<file path="src/rtl/tx_initiated_point_test_tx.sv">
// TX-side controller for the TX-initiated D2C point test.
// Sequences TEST_REQ, LFSR_CLEAR_REQ, a fixed pattern window, RESULT_REQ and END_REQ
// over the shared sideband, captures the partner's results and raises a finish ack.
module tx_initiated_point_test_tx #(
  parameter int unsigned PATTERN_CYCLES = 128
) (
  input  logic        clk,
  input  logic        rst,
  input  logic        i_en,
  input  logic        i_mainband_or_valtrain_test,
  input  logic        i_lfsr_or_perlane,
  input  logic        i_valid_rx,
  input  logic        i_busy_negedge_detected,
  input  logic [3:0]  i_sideband_message,
  input  logic        i_sideband_message_valid,
  input  logic [15:0] i_sideband_data,
  input  logic        i_msg_info,
  output logic [3:0]  o_sideband_message,
  output logic [15:0] o_sideband_data,
  output logic        o_valid_tx,
  output logic        o_data_valid,
  output logic [1:0]  o_mainband_pattern_generator_cw,
  output logic        o_valtrain_en,
  output logic [15:0] o_results,
  output logic        o_result_info,
  output logic        o_test_ack_tx
);

  localparam int unsigned CntW = $clog2(PATTERN_CYCLES + 1);

  localparam logic [3:0] StIdle              = 4'd0;
  localparam logic [3:0] StSendTestReq       = 4'd1;
  localparam logic [3:0] StWaitTestResp      = 4'd2;
  localparam logic [3:0] StSendLfsrClearReq  = 4'd3;
  localparam logic [3:0] StWaitLfsrClearResp = 4'd4;
  localparam logic [3:0] StSendPattern       = 4'd5;
  localparam logic [3:0] StSendResultReq     = 4'd6;
  localparam logic [3:0] StWaitResultResp    = 4'd7;
  localparam logic [3:0] StSendEndReq        = 4'd8;
  localparam logic [3:0] StWaitEndResp       = 4'd9;
  localparam logic [3:0] StTestFinish        = 4'd10;

  localparam logic [3:0] MsgTestReq       = 4'b0001;
  localparam logic [3:0] MsgTestResp      = 4'b0010;
  localparam logic [3:0] MsgLfsrClearReq  = 4'b0011;
  localparam logic [3:0] MsgLfsrClearResp = 4'b0100;
  localparam logic [3:0] MsgResultReq     = 4'b0101;
  localparam logic [3:0] MsgResultResp    = 4'b0110;
  localparam logic [3:0] MsgEndReq        = 4'b0111;
  localparam logic [3:0] MsgEndResp       = 4'b1000;

  logic [3:0]      state_q, state_d;
  logic [CntW-1:0] cnt_q;
  logic            pending_q;
  logic            valid_d_q;
  logic            valid_negedge;
  logic            enter_send;
  logic [3:0]      send_msg;

  // A SEND_* state is done once our request has been served and valid has dropped.
  assign valid_negedge = valid_d_q & ~o_valid_tx;

  // Next-state decode; i_en low overrides everything and returns to IDLE.
  always_comb begin
    state_d = state_q;
    case (state_q)
      StIdle:              if (i_en) state_d = StSendTestReq;
      StSendTestReq:       if (valid_negedge) state_d = StWaitTestResp;
      StWaitTestResp:      if (i_sideband_message_valid && i_sideband_message == MsgTestResp)
                             state_d = StSendLfsrClearReq;
      StSendLfsrClearReq:  if (valid_negedge) state_d = StWaitLfsrClearResp;
      StWaitLfsrClearResp: if (i_sideband_message_valid && i_sideband_message == MsgLfsrClearResp)
                             state_d = StSendPattern;
      StSendPattern:       if (cnt_q == CntW'(PATTERN_CYCLES - 1)) state_d = StSendResultReq;
      StSendResultReq:     if (valid_negedge) state_d = StWaitResultResp;
      StWaitResultResp:    if (i_sideband_message_valid && i_sideband_message == MsgResultResp)
                             state_d = StSendEndReq;
      StSendEndReq:        if (valid_negedge) state_d = StWaitEndResp;
      StWaitEndResp:       if (i_sideband_message_valid && i_sideband_message == MsgEndResp)
                             state_d = StTestFinish;
      StTestFinish:        state_d = StTestFinish;
      default:             state_d = StIdle;
    endcase
    if (!i_en) state_d = StIdle;
  end

  // Detect entry into a request state and pick the message it sends.
  always_comb begin
    enter_send = (state_d != state_q);
    send_msg   = 4'b0000;
    case (state_d)
      StSendTestReq:      send_msg = MsgTestReq;
      StSendLfsrClearReq: send_msg = MsgLfsrClearReq;
      StSendResultReq:    send_msg = MsgResultReq;
      StSendEndReq:       send_msg = MsgEndReq;
      default:            enter_send = 1'b0;
    endcase
  end

  // State, sideband handshake, pattern window and result capture.
  always_ff @(posedge clk) begin
    if (rst) begin
      state_q                         <= StIdle;
      cnt_q                           <= '0;
      pending_q                       <= 1'b0;
      valid_d_q                       <= 1'b0;
      o_sideband_message              <= 4'b0000;
      o_sideband_data                 <= 16'h0000;
      o_valid_tx                      <= 1'b0;
      o_data_valid                    <= 1'b0;
      o_mainband_pattern_generator_cw <= 2'b00;
      o_valtrain_en                   <= 1'b0;
      o_results                       <= 16'h0000;
      o_result_info                   <= 1'b0;
      o_test_ack_tx                   <= 1'b0;
    end else if (state_d == StIdle) begin
      // Abort or idle: everything but the captured results goes quiet.
      state_q                         <= StIdle;
      cnt_q                           <= '0;
      pending_q                       <= 1'b0;
      valid_d_q                       <= 1'b0;
      o_sideband_message              <= 4'b0000;
      o_sideband_data                 <= 16'h0000;
      o_valid_tx                      <= 1'b0;
      o_data_valid                    <= 1'b0;
      o_mainband_pattern_generator_cw <= 2'b00;
      o_valtrain_en                   <= 1'b0;
      o_test_ack_tx                   <= 1'b0;
    end else begin
      state_q   <= state_d;
      valid_d_q <= o_valid_tx;

      // A busy pulse may belong to an RX transfer, so it never touches pending, and data
      // validity is only dropped when it is our own transfer that finished.
      if (i_busy_negedge_detected) begin
        o_valid_tx <= 1'b0;
        if (o_valid_tx) o_data_valid <= 1'b0;
      end
      if (pending_q && !i_valid_rx) begin
        o_valid_tx <= 1'b1;
        pending_q  <= 1'b0;
      end

      if (enter_send) begin
        o_sideband_message <= send_msg;
        o_valid_tx         <= ~i_valid_rx;
        pending_q          <= i_valid_rx;
        if (send_msg == MsgTestReq) begin
          o_sideband_data <= {14'b0, i_lfsr_or_perlane, i_mainband_or_valtrain_test};
          o_data_valid    <= 1'b1;
          o_results       <= 16'h0000;
          o_result_info   <= 1'b0;
        end else begin
          o_sideband_data <= 16'h0000;
          o_data_valid    <= 1'b0;
        end
      end

      // Pattern window: first mainband cycle clears the LFSR, the rest run the pattern.
      if (state_d == StSendPattern) begin
        o_valtrain_en <= i_mainband_or_valtrain_test;
        if (state_q != StSendPattern) begin
          cnt_q                           <= '0;
          o_mainband_pattern_generator_cw <= i_mainband_or_valtrain_test ? 2'b00 : 2'b01;
        end else begin
          cnt_q                           <= cnt_q + CntW'(1);
          o_mainband_pattern_generator_cw <= i_mainband_or_valtrain_test ? 2'b00 :
                                             {1'b1, i_lfsr_or_perlane};
        end
      end else begin
        o_mainband_pattern_generator_cw <= 2'b00;
        o_valtrain_en                   <= 1'b0;
      end

      if (state_q == StWaitResultResp && state_d == StSendEndReq) begin
        o_results     <= i_sideband_data;
        o_result_info <= i_msg_info;
      end

      o_test_ack_tx <= (state_d == StTestFinish);
    end
  end

endmodule

</file>
<file path="config.mk">
export PLATFORM = sky130hd
export DESIGN_NAME = tx_initiated_point_test_tx
export DESIGN_NICKNAME = d
export VERILOG_FILES = /design/src/rtl/tx_initiated_point_test_tx.sv
export SDC_FILE = /design/constraint.sdc
export NUM_CORES = 1
export LEC_CHECK = 0
export ABC_CLOCK_PERIOD_IN_PS = 5600
export BUFFER_PORTS_ARGS = -buffer_cell sky130_fd_sc_hd__buf_2
export CAP_MARGIN = 10
export CELL_PAD_IN_SITES_DETAIL_PLACEMENT = 0
export CELL_PAD_IN_SITES_GLOBAL_PLACEMENT = 2
export CORE_ASPECT_RATIO = 0.75
export CORE_MARGIN = 2
export CORE_UTILIZATION = 30
export DETAILED_ROUTE_END_ITERATION = 10
export HOLD_SLACK_MARGIN = 0.1
export MAX_ROUTING_LAYER = met4
export PLACE_DENSITY = 0.89
export SLEW_MARGIN = 30
export SYNTH_ARGS = -nofsm -noshare
export SYNTH_HDL_FRONTEND = slang
export SYNTH_SLANG_ARGS = --single-unit
</file>
<file path="constraint.sdc">
create_clock -name clk -period 5.6 [get_ports clk]
set_input_delay 0.56 -clock clk [delete_from_list [all_inputs] [get_ports clk]]
set_output_delay 0.56 -clock clk [all_outputs]
set_load 0.02 [all_outputs]
</file>
==> flow_metrics.py, run 1 <==
metrics = {
    "status": {
        "status": "completed",
    },
    "worst_setup_path": {
        "critPathLaunchType": "flip-flop",
        "crit_fanout": 18,
        "arrival_ns": 3.15,
        "critPathKind": "reg -> reg",
        "cp-end-kind": "flip-flop",
        "crit_family": "simple AND/OR/NAND/NOR gates",
        "critical_path.cell_chain": "and4bb_1 > or3b_1 > o211a_2 > a21oi_2 > or3_1 > nor2_1 > a32o_1",
        "critPathSlowestCell": "or3_1",
        "critical_path.max_stage_delay_ns": 0.61,
        "path_buf_inv": 0,
        "critPathRequiredTime_ns": 5.79,
    },
    "synth": {
        "synth_top_family_by_area": "simple AND/OR/NAND/NOR gates",
        "synth_seq_cells": 42,
        "synth_area_leader_cell": "dfxtp_1",
        "netlist_area_mm2": 0.002101,
        "muxShareOfSynthArea_pct": 1.489,
        "synth.avg_cell_area_um2": 8.303,
        "syn_inst": 253,
        "synth_xor_xnor_area_share_pct": 2.918,
        "synth_warnings": 0,
        "synth_fa_ha_area_share_pct": 0.5956,
        "synth_area_leaders": "dfxtp_1 40%, a21oi_1 5.7%, nand2_1 5.5%",
        "ys_seq_area_share_pct": 40.02,
        "synth_cell_type_count": 55,
        "synth_flop_cell": "dfxtp_1",
        "synth_common_cells": "42 x dfxtp_1, 31 x nand2_1, 24 x a21oi_1",
        "yosysMostFrequentCell": "dfxtp_1",
        "synth_compound_area_share_pct": 15.84,
        "synth-simple-area-share_pct": 28.47,
        "synth_edf_count": 0,
        "async_flop_share_pct": 0,
        "yosysTopAreaCellShare_pct": 40.02,
    },
    "global_route": {
        "grt_pass1_vias": 1755,
        "overflow": 0,
        "antenna_found_initial": 0,
        "grt_max_degree": 21,
        "grt_first_pass_wirelength_um": 8418,
        "track_usage_pct": 13.69,
    },
    "clocking": {
        "cts.sinks": 42,
        "cts_buffers": 5,
        "ctsHoldBuffers": 0,
        "cts_root_buffer": "clkbuf_8",
        "h-tree-depth": 2,
        "clk_path_buf_depth": 2,
        "cts_resized": 0,
        "cts_setup_buffers": 0,
        "clk_transition_reported_paths_ns": 0.09,
        "cts_tree": "done",
        "clk_latency_ns": 0.29,
    },
    "placed_design": {
        "place_congestion": 0.8074,
        "post-dp-hpwl_um": 3762,
        "place_inst": 376,
        "dpl_cell_area_mm2": 0.002349,
        "placement.io_buffers": 56,
    },
    "floorplan": {
        "die_y_um": 76.47,
        "io_pins": 72,
        "die_x_um": 100.6,
        "rows": 26,
        "die_area_mm2": 0.007695,
        "start_util_pct": 30.90,
        "core-area_mm2": 0.006799,
    },
    "power": {
        "swShare_pct": 23.22,
        "peakVddDrop_mv": 0.1411,
        "power.share.clock_pct": 40.5,
        "pwr-share-comb_pct": 7.6,
        "pwr-share-seq_pct": 51.9,
        "power_density_mw_per_mm2": 237.0,
        "p_int_uw": 447.4,
        "switchingPower_uw": 135.3,
        "leakagePower_uw": 0.0009463,
    },
    "drt": {
        "drc": 0,
        "wl_per_cell_um": 13.15,
        "vias_per_cell": 5.021,
        "via_count": 1928,
        "drt_wl_total_um": 5050,
        "drtIter0Drc": 61,
        "postRouteAntennaNets": 0,
        "first_pass_iters": 4,
    },
    "timing": {
        "final_hold_viol_count": 0,
        "tightest_slew_ns": 0.7375,
        "setup_tns_ns": 0,
        "skew_ns": 0.01202,
        "rsz0062_at_grt": "false",
        "slew_violations": 0,
        "setup_viol": 0,
        "max-slew-margin-rel_pct": 50.65,
        "post-route-period-util_pct": 52.82,
        "min_period_ns": 2.958,
        "fmax_mhz": 338.1,
    },
    "min_path": {
        "hp-class": "reg -> reg",
    },
    "finish": {
        "post-route-util_pct": 36.16,
        "fin_cells": 384,
        "diodes": 0,
        "drive_gt1_share_pct": 24.00,
        "design_area_mm2": 0.002459,
        "area_growth_pct": 17.03,
        "finalNetCount": 329,
        "nFillCells": 731,
    },
    "flow_run": {
        "cap_violations": 0,
    },
}
==> flip-flops by register name (all words and copies together) (netlist names), 2 cells and up <==
name,cells
o_results,16
cnt_q,8
o_mainband_pattern_generator_cw,2
o_sideband_data,2
state_q,4
o_sideband_message,3
==> layout by cell type, fill, tap and decap left out, types with 2 or more instances in the layout <==
cell and instances:
buf_2 56, dfxtp_1 42, nand2_1 31, a21oi_1 24, nand3_1 22, conb_1 15, nor2_1 14, inv_1 7
xnor2_1 6, and2_1 5, nor3_1 5, clkbuf_8 5, nand4b_1 4, nor4_1 4, nor2b_1 3, nor3b_1 3
nand4_1 3, o211ai_1 3, a32o_1 3, and3_1 2, o2111ai_1 2, nand4bb_1 2, or3b_1 2, o21ai_1 2
nor4bb_1 2, mux2i_1 2, or3_1 2
==> layer usage <==
layer | track usage [%] | wire (µm) | vias to the layer above
met5 | - | 0 | -
met4 | 2.466 | 14 | 0
met3 | 3.486 | 324 | 2
met2 | 19.80 | 2207 | 62
met1 | 19.41 | 2504 | 910
li1 | - | - | 954
==> worst min-delay path, stage by stage, from the launching register on <==
cell	delay [ns]
dfxtp_1	0.31
inv_1	0.04
a21oi_1	0.05
==> per-stage QoR <==
step	total power, µW	hold WS [ns]	worst slack [ns]
floorplan	345.2	0.4266	3.145
global placement	353.2	0.4319	2.676
detailed placement	353.3	0.4399	2.590
CTS	591.8	0.4529	2.655
global route	612.0	0.4675	2.423
finish	582.7	0.4471	2.642
==> final cells by class <==
class	count	area, µm²	area share, %
Multi-Input combinational cell	186	1092	44.43
Tap cell	84	105.1	4.275
Timing Repair Buffer	56	280.3	11.40
Inverter	8	30.03	1.221
Sequential cell	42	840.8	34.20
Clock inverter	2	37.54	1.527
Clock buffer	6	72.57	2.952
==> logic make-up (layout without fill, tap and decap cells) <==
| logic type | Yosys count | after routing |
|---|---|---|
| compound gates | 49 | 49 |
| mux | 3 | 3 |
| simple gates | 111 | 111 |
| flops | 42 | 42 |
| buf+inv | 39 | 72 |
| xor+xnor | 7 | 7 |
| other cells | 1 | 15 |
| fa+ha+maj | 1 | 1 |
==> power groups by stage <==
stage,Combinational (µW),Clock (µW),Sequential [µW]
floorplan,34.9,0,310
global placement,43.8,0,309
detailed placement,43.9,0,309
CTS,44.0,245,302
global route,48.2,261,303
finish,44.0,236,302
==> worst paths after layout <==
path	to	slack [ns]	from	cells after the start
hold / removal	o_sideband_message[0]	0.45	o_sideband_message[0]	2
setup / recovery	o_sideband_data[0]	2.64	state_q[0]	7
setup reg to reg	o_sideband_data[0]	2.64	state_q[0]	7
hold reg to reg	o_sideband_message[0]	0.45	o_sideband_message[0]	2
Note: power is estimated with default switching activity, not from simulation.
==> run 2, diff against run 1 <==
--- a/config.mk
+++ b/config.mk
@@ -5,18 +5,18 @@
 export SDC_FILE = /design/constraint.sdc
 export NUM_CORES = 1
 export LEC_CHECK = 0
-export ABC_CLOCK_PERIOD_IN_PS = 5600
+export ABC_CLOCK_PERIOD_IN_PS = 3100
 export BUFFER_PORTS_ARGS = -buffer_cell sky130_fd_sc_hd__buf_2
 export CAP_MARGIN = 10
 export CELL_PAD_IN_SITES_DETAIL_PLACEMENT = 0
 export CELL_PAD_IN_SITES_GLOBAL_PLACEMENT = 2
 export CORE_ASPECT_RATIO = 0.75
 export CORE_MARGIN = 2
-export CORE_UTILIZATION = 30
+export CORE_UTILIZATION = 28
 export DETAILED_ROUTE_END_ITERATION = 10
 export HOLD_SLACK_MARGIN = 0.1
 export MAX_ROUTING_LAYER = met4
-export PLACE_DENSITY = 0.89
+export PLACE_DENSITY = 0.84
 export SLEW_MARGIN = 30
 export SYNTH_ARGS = -nofsm -noshare
 export SYNTH_HDL_FRONTEND = slang
==> constraint.sdc (replaced) <==
create_clock -name clk -period 3.1 [get_ports clk]
set_input_delay 0.31 -clock clk [delete_from_list [all_inputs] [get_ports clk]]
set_output_delay 0.31 -clock clk [all_outputs]
set_load 0.02 [all_outputs]
==> run 2 against run 1 <==
  * Worst setup slack worse by 2.1 ns
  * Maximum frequency up 14%
  * Via count down 0.57%
  * Utilization down 1.3 points
==> flow_metrics.py, run 2 (synthesized netlist as in run 1, its figures left out) <==
metrics = {
    "placed_design": {
        "place_congestion": 0.8459,
        "placement.io_buffers": 56,
        "pre_cts_ws_ns": 0.5172,
        "dpl_cell_area_mm2": 0.002437,
        "post-dp-hpwl_um": 3966,
    },
    "flow_run": {
        "cap_violations": 0,
    },
    "power": {
        "power_uw": 1052,
        "power_density_mw_per_mm2": 413.6,
        "pwr-share-seq_pct": 51.9,
        "power.share.clock_pct": 40.3,
        "peakVddDrop_mv": 0.2004,
        "p_int_uw": 810.7,
        "leakagePower_uw": 0.0009930,
        "switchingPower_uw": 241.4,
        "pwr-share-comb_pct": 7.8,
        "swShare_pct": 22.94,
    },
    "floorplan": {
        "io_pins": 72,
        "start_util_pct": 28.79,
        "die_x_um": 104.0,
        "die_area_mm2": 0.008219,
        "die_y_um": 79.02,
        "core-area_mm2": 0.007297,
        "rows": 27,
    },
    "clocking": {
        "h-tree-depth": 2,
        "clk_path_buf_depth": 2,
        "clk_transition_reported_paths_ns": 0.08,
        "cts_buffers": 5,
        "cts_tree": "done",
        "cts_root_buffer": "clkbuf_8",
        "cts_resized": 0,
        "ctsHoldBuffers": 0,
        "clk_latency_ns": 0.28,
        "cts_setup_buffers": 0,
        "cts.sinks": 42,
    },
    "drt": {
        "first_pass_iters": 4,
        "vias_per_cell": 4.676,
        "wl_per_cell_um": 12.81,
        "postRouteAntennaNets": 0,
        "drt_wl_total_um": 5254,
        "via_count": 1917,
        "drtIter0Drc": 67,
        "drc": 0,
    },
    "finish": {
        "diodes": 0,
        "layout_commonest_cell": "buf_2",
        "layout.area.seq_um2": 840.8,
        "area_growth_pct": 21.08,
        "final_cell_mix": "56 x buf_2, 42 x dfxtp_1, 31 x nand2_1",
        "design_area_mm2": 0.002544,
        "multi_input_area_mm2": 0.001092,
        "nFillCells": 792,
        "largest_registers": "o_results (16), cnt_q (8), state_q (4)",
        "drive_gt1_share_pct": 25.89,
        "largest_reg_flops": 16,
        "finalNetCount": 338,
        "top_register": "o_results",
    },
    "timing": {
        "max-slew-margin-rel_pct": 52.68,
        "min_period_ns": 2.604,
        "setup_viol": 0,
        "setup_tns_ns": 0,
        "tightest_slew_ns": 0.7071,
        "slew_violations": 0,
        "fin_ws_ns": 0.4963,
        "whs_ns": 0.2356,
        "post-route-period-util_pct": 83.99,
        "final_hold_viol_count": 0,
        "rsz0062_at_grt": "false",
        "fmax_mhz": 384.1,
        "skew_ns": 0.002508,
    },
    "worst_setup_path": {
        "crit_fanout": 18,
        "critPathLaunchType": "flip-flop",
        "critPathKind": "reg -> reg",
        "cp-end-kind": "flip-flop",
        "critPathRequiredTime_ns": 3.28,
        "arrival_ns": 2.78,
    },
    "global_route": {
        "grt_first_pass_wirelength_um": 8535,
        "track_usage_pct": 13.13,
        "overflow": 0,
        "grt_max_degree": 21,
        "antenna_found_initial": 0,
        "grt_pass1_vias": 1745,
    },
    "min_path": {
        "hp-class": "in -> reg",
    },
    "status": {
        "status": "completed",
    },
}
[run 2: cell type report]
cell class                      instances  area share, %
Sequential cell                        42          33.05
Tap cell                              101          4.968
Clock inverter                          1          1.181
Timing Repair Buffer                   65          13.67
Multi-Input combinational cell        186          42.94
Clock buffer                            7          3.000
Inverter                                8          1.181
[run 2: path summary, 6_finish.rpt]
check                                                 start  depth (start not counted)                            endpoint  slack (ns)
worst max-delay path                             state_q[1]                          9                  o_sideband_data[1]        0.50
worst max register to register                   state_q[1]                          9                  o_sideband_data[1]        0.50
worst min register to register        o_sideband_message[2]                          2               o_sideband_message[2]        0.45
worst min-delay path            i_mainband_or_valtrain_test                          2  o_mainband_pattern_generator_cw[0]        0.24
[run 2: power by group through the flow]
stage	logic [µW]	clock network (µW)	registers (µW)
2_1_floorplan	63.0	0	561
3_3_place_gp	82.0	0	559
3_5_place_dp	82.1	0	559
4_1_cts	82.3	440	546
5_1_grt	90.1	462	546
6_report	82.1	424	546
[run 2: through the flow]
stage	std cells	util, %
final	410	34.86
after global routing	410	34.86
after CTS	410	34.86
after detailed placement	402	33.40
after global placement	402	33.40
after floorplan	267	-
[run 2: critical path, stage by stage (launching register included)]
cell      delay, ns
dfxtp_1        0.38
buf_4          0.18
and4bb_1       0.27
or3b_1         0.37
o211a_2        0.18
a21oi_2        0.37
or3_1          0.18
buf_4          0.23
nor2_1         0.11
a32o_1         0.21
[run 2: metal layers]
metal	up-vias	wire [µm]	GRT usage (%)
met3	2	286	3.530
met5	-	0	-
met2	57	2109	17.89
li1	972	-	-
met4	0	23	3.378
met1	886	2834	19.00
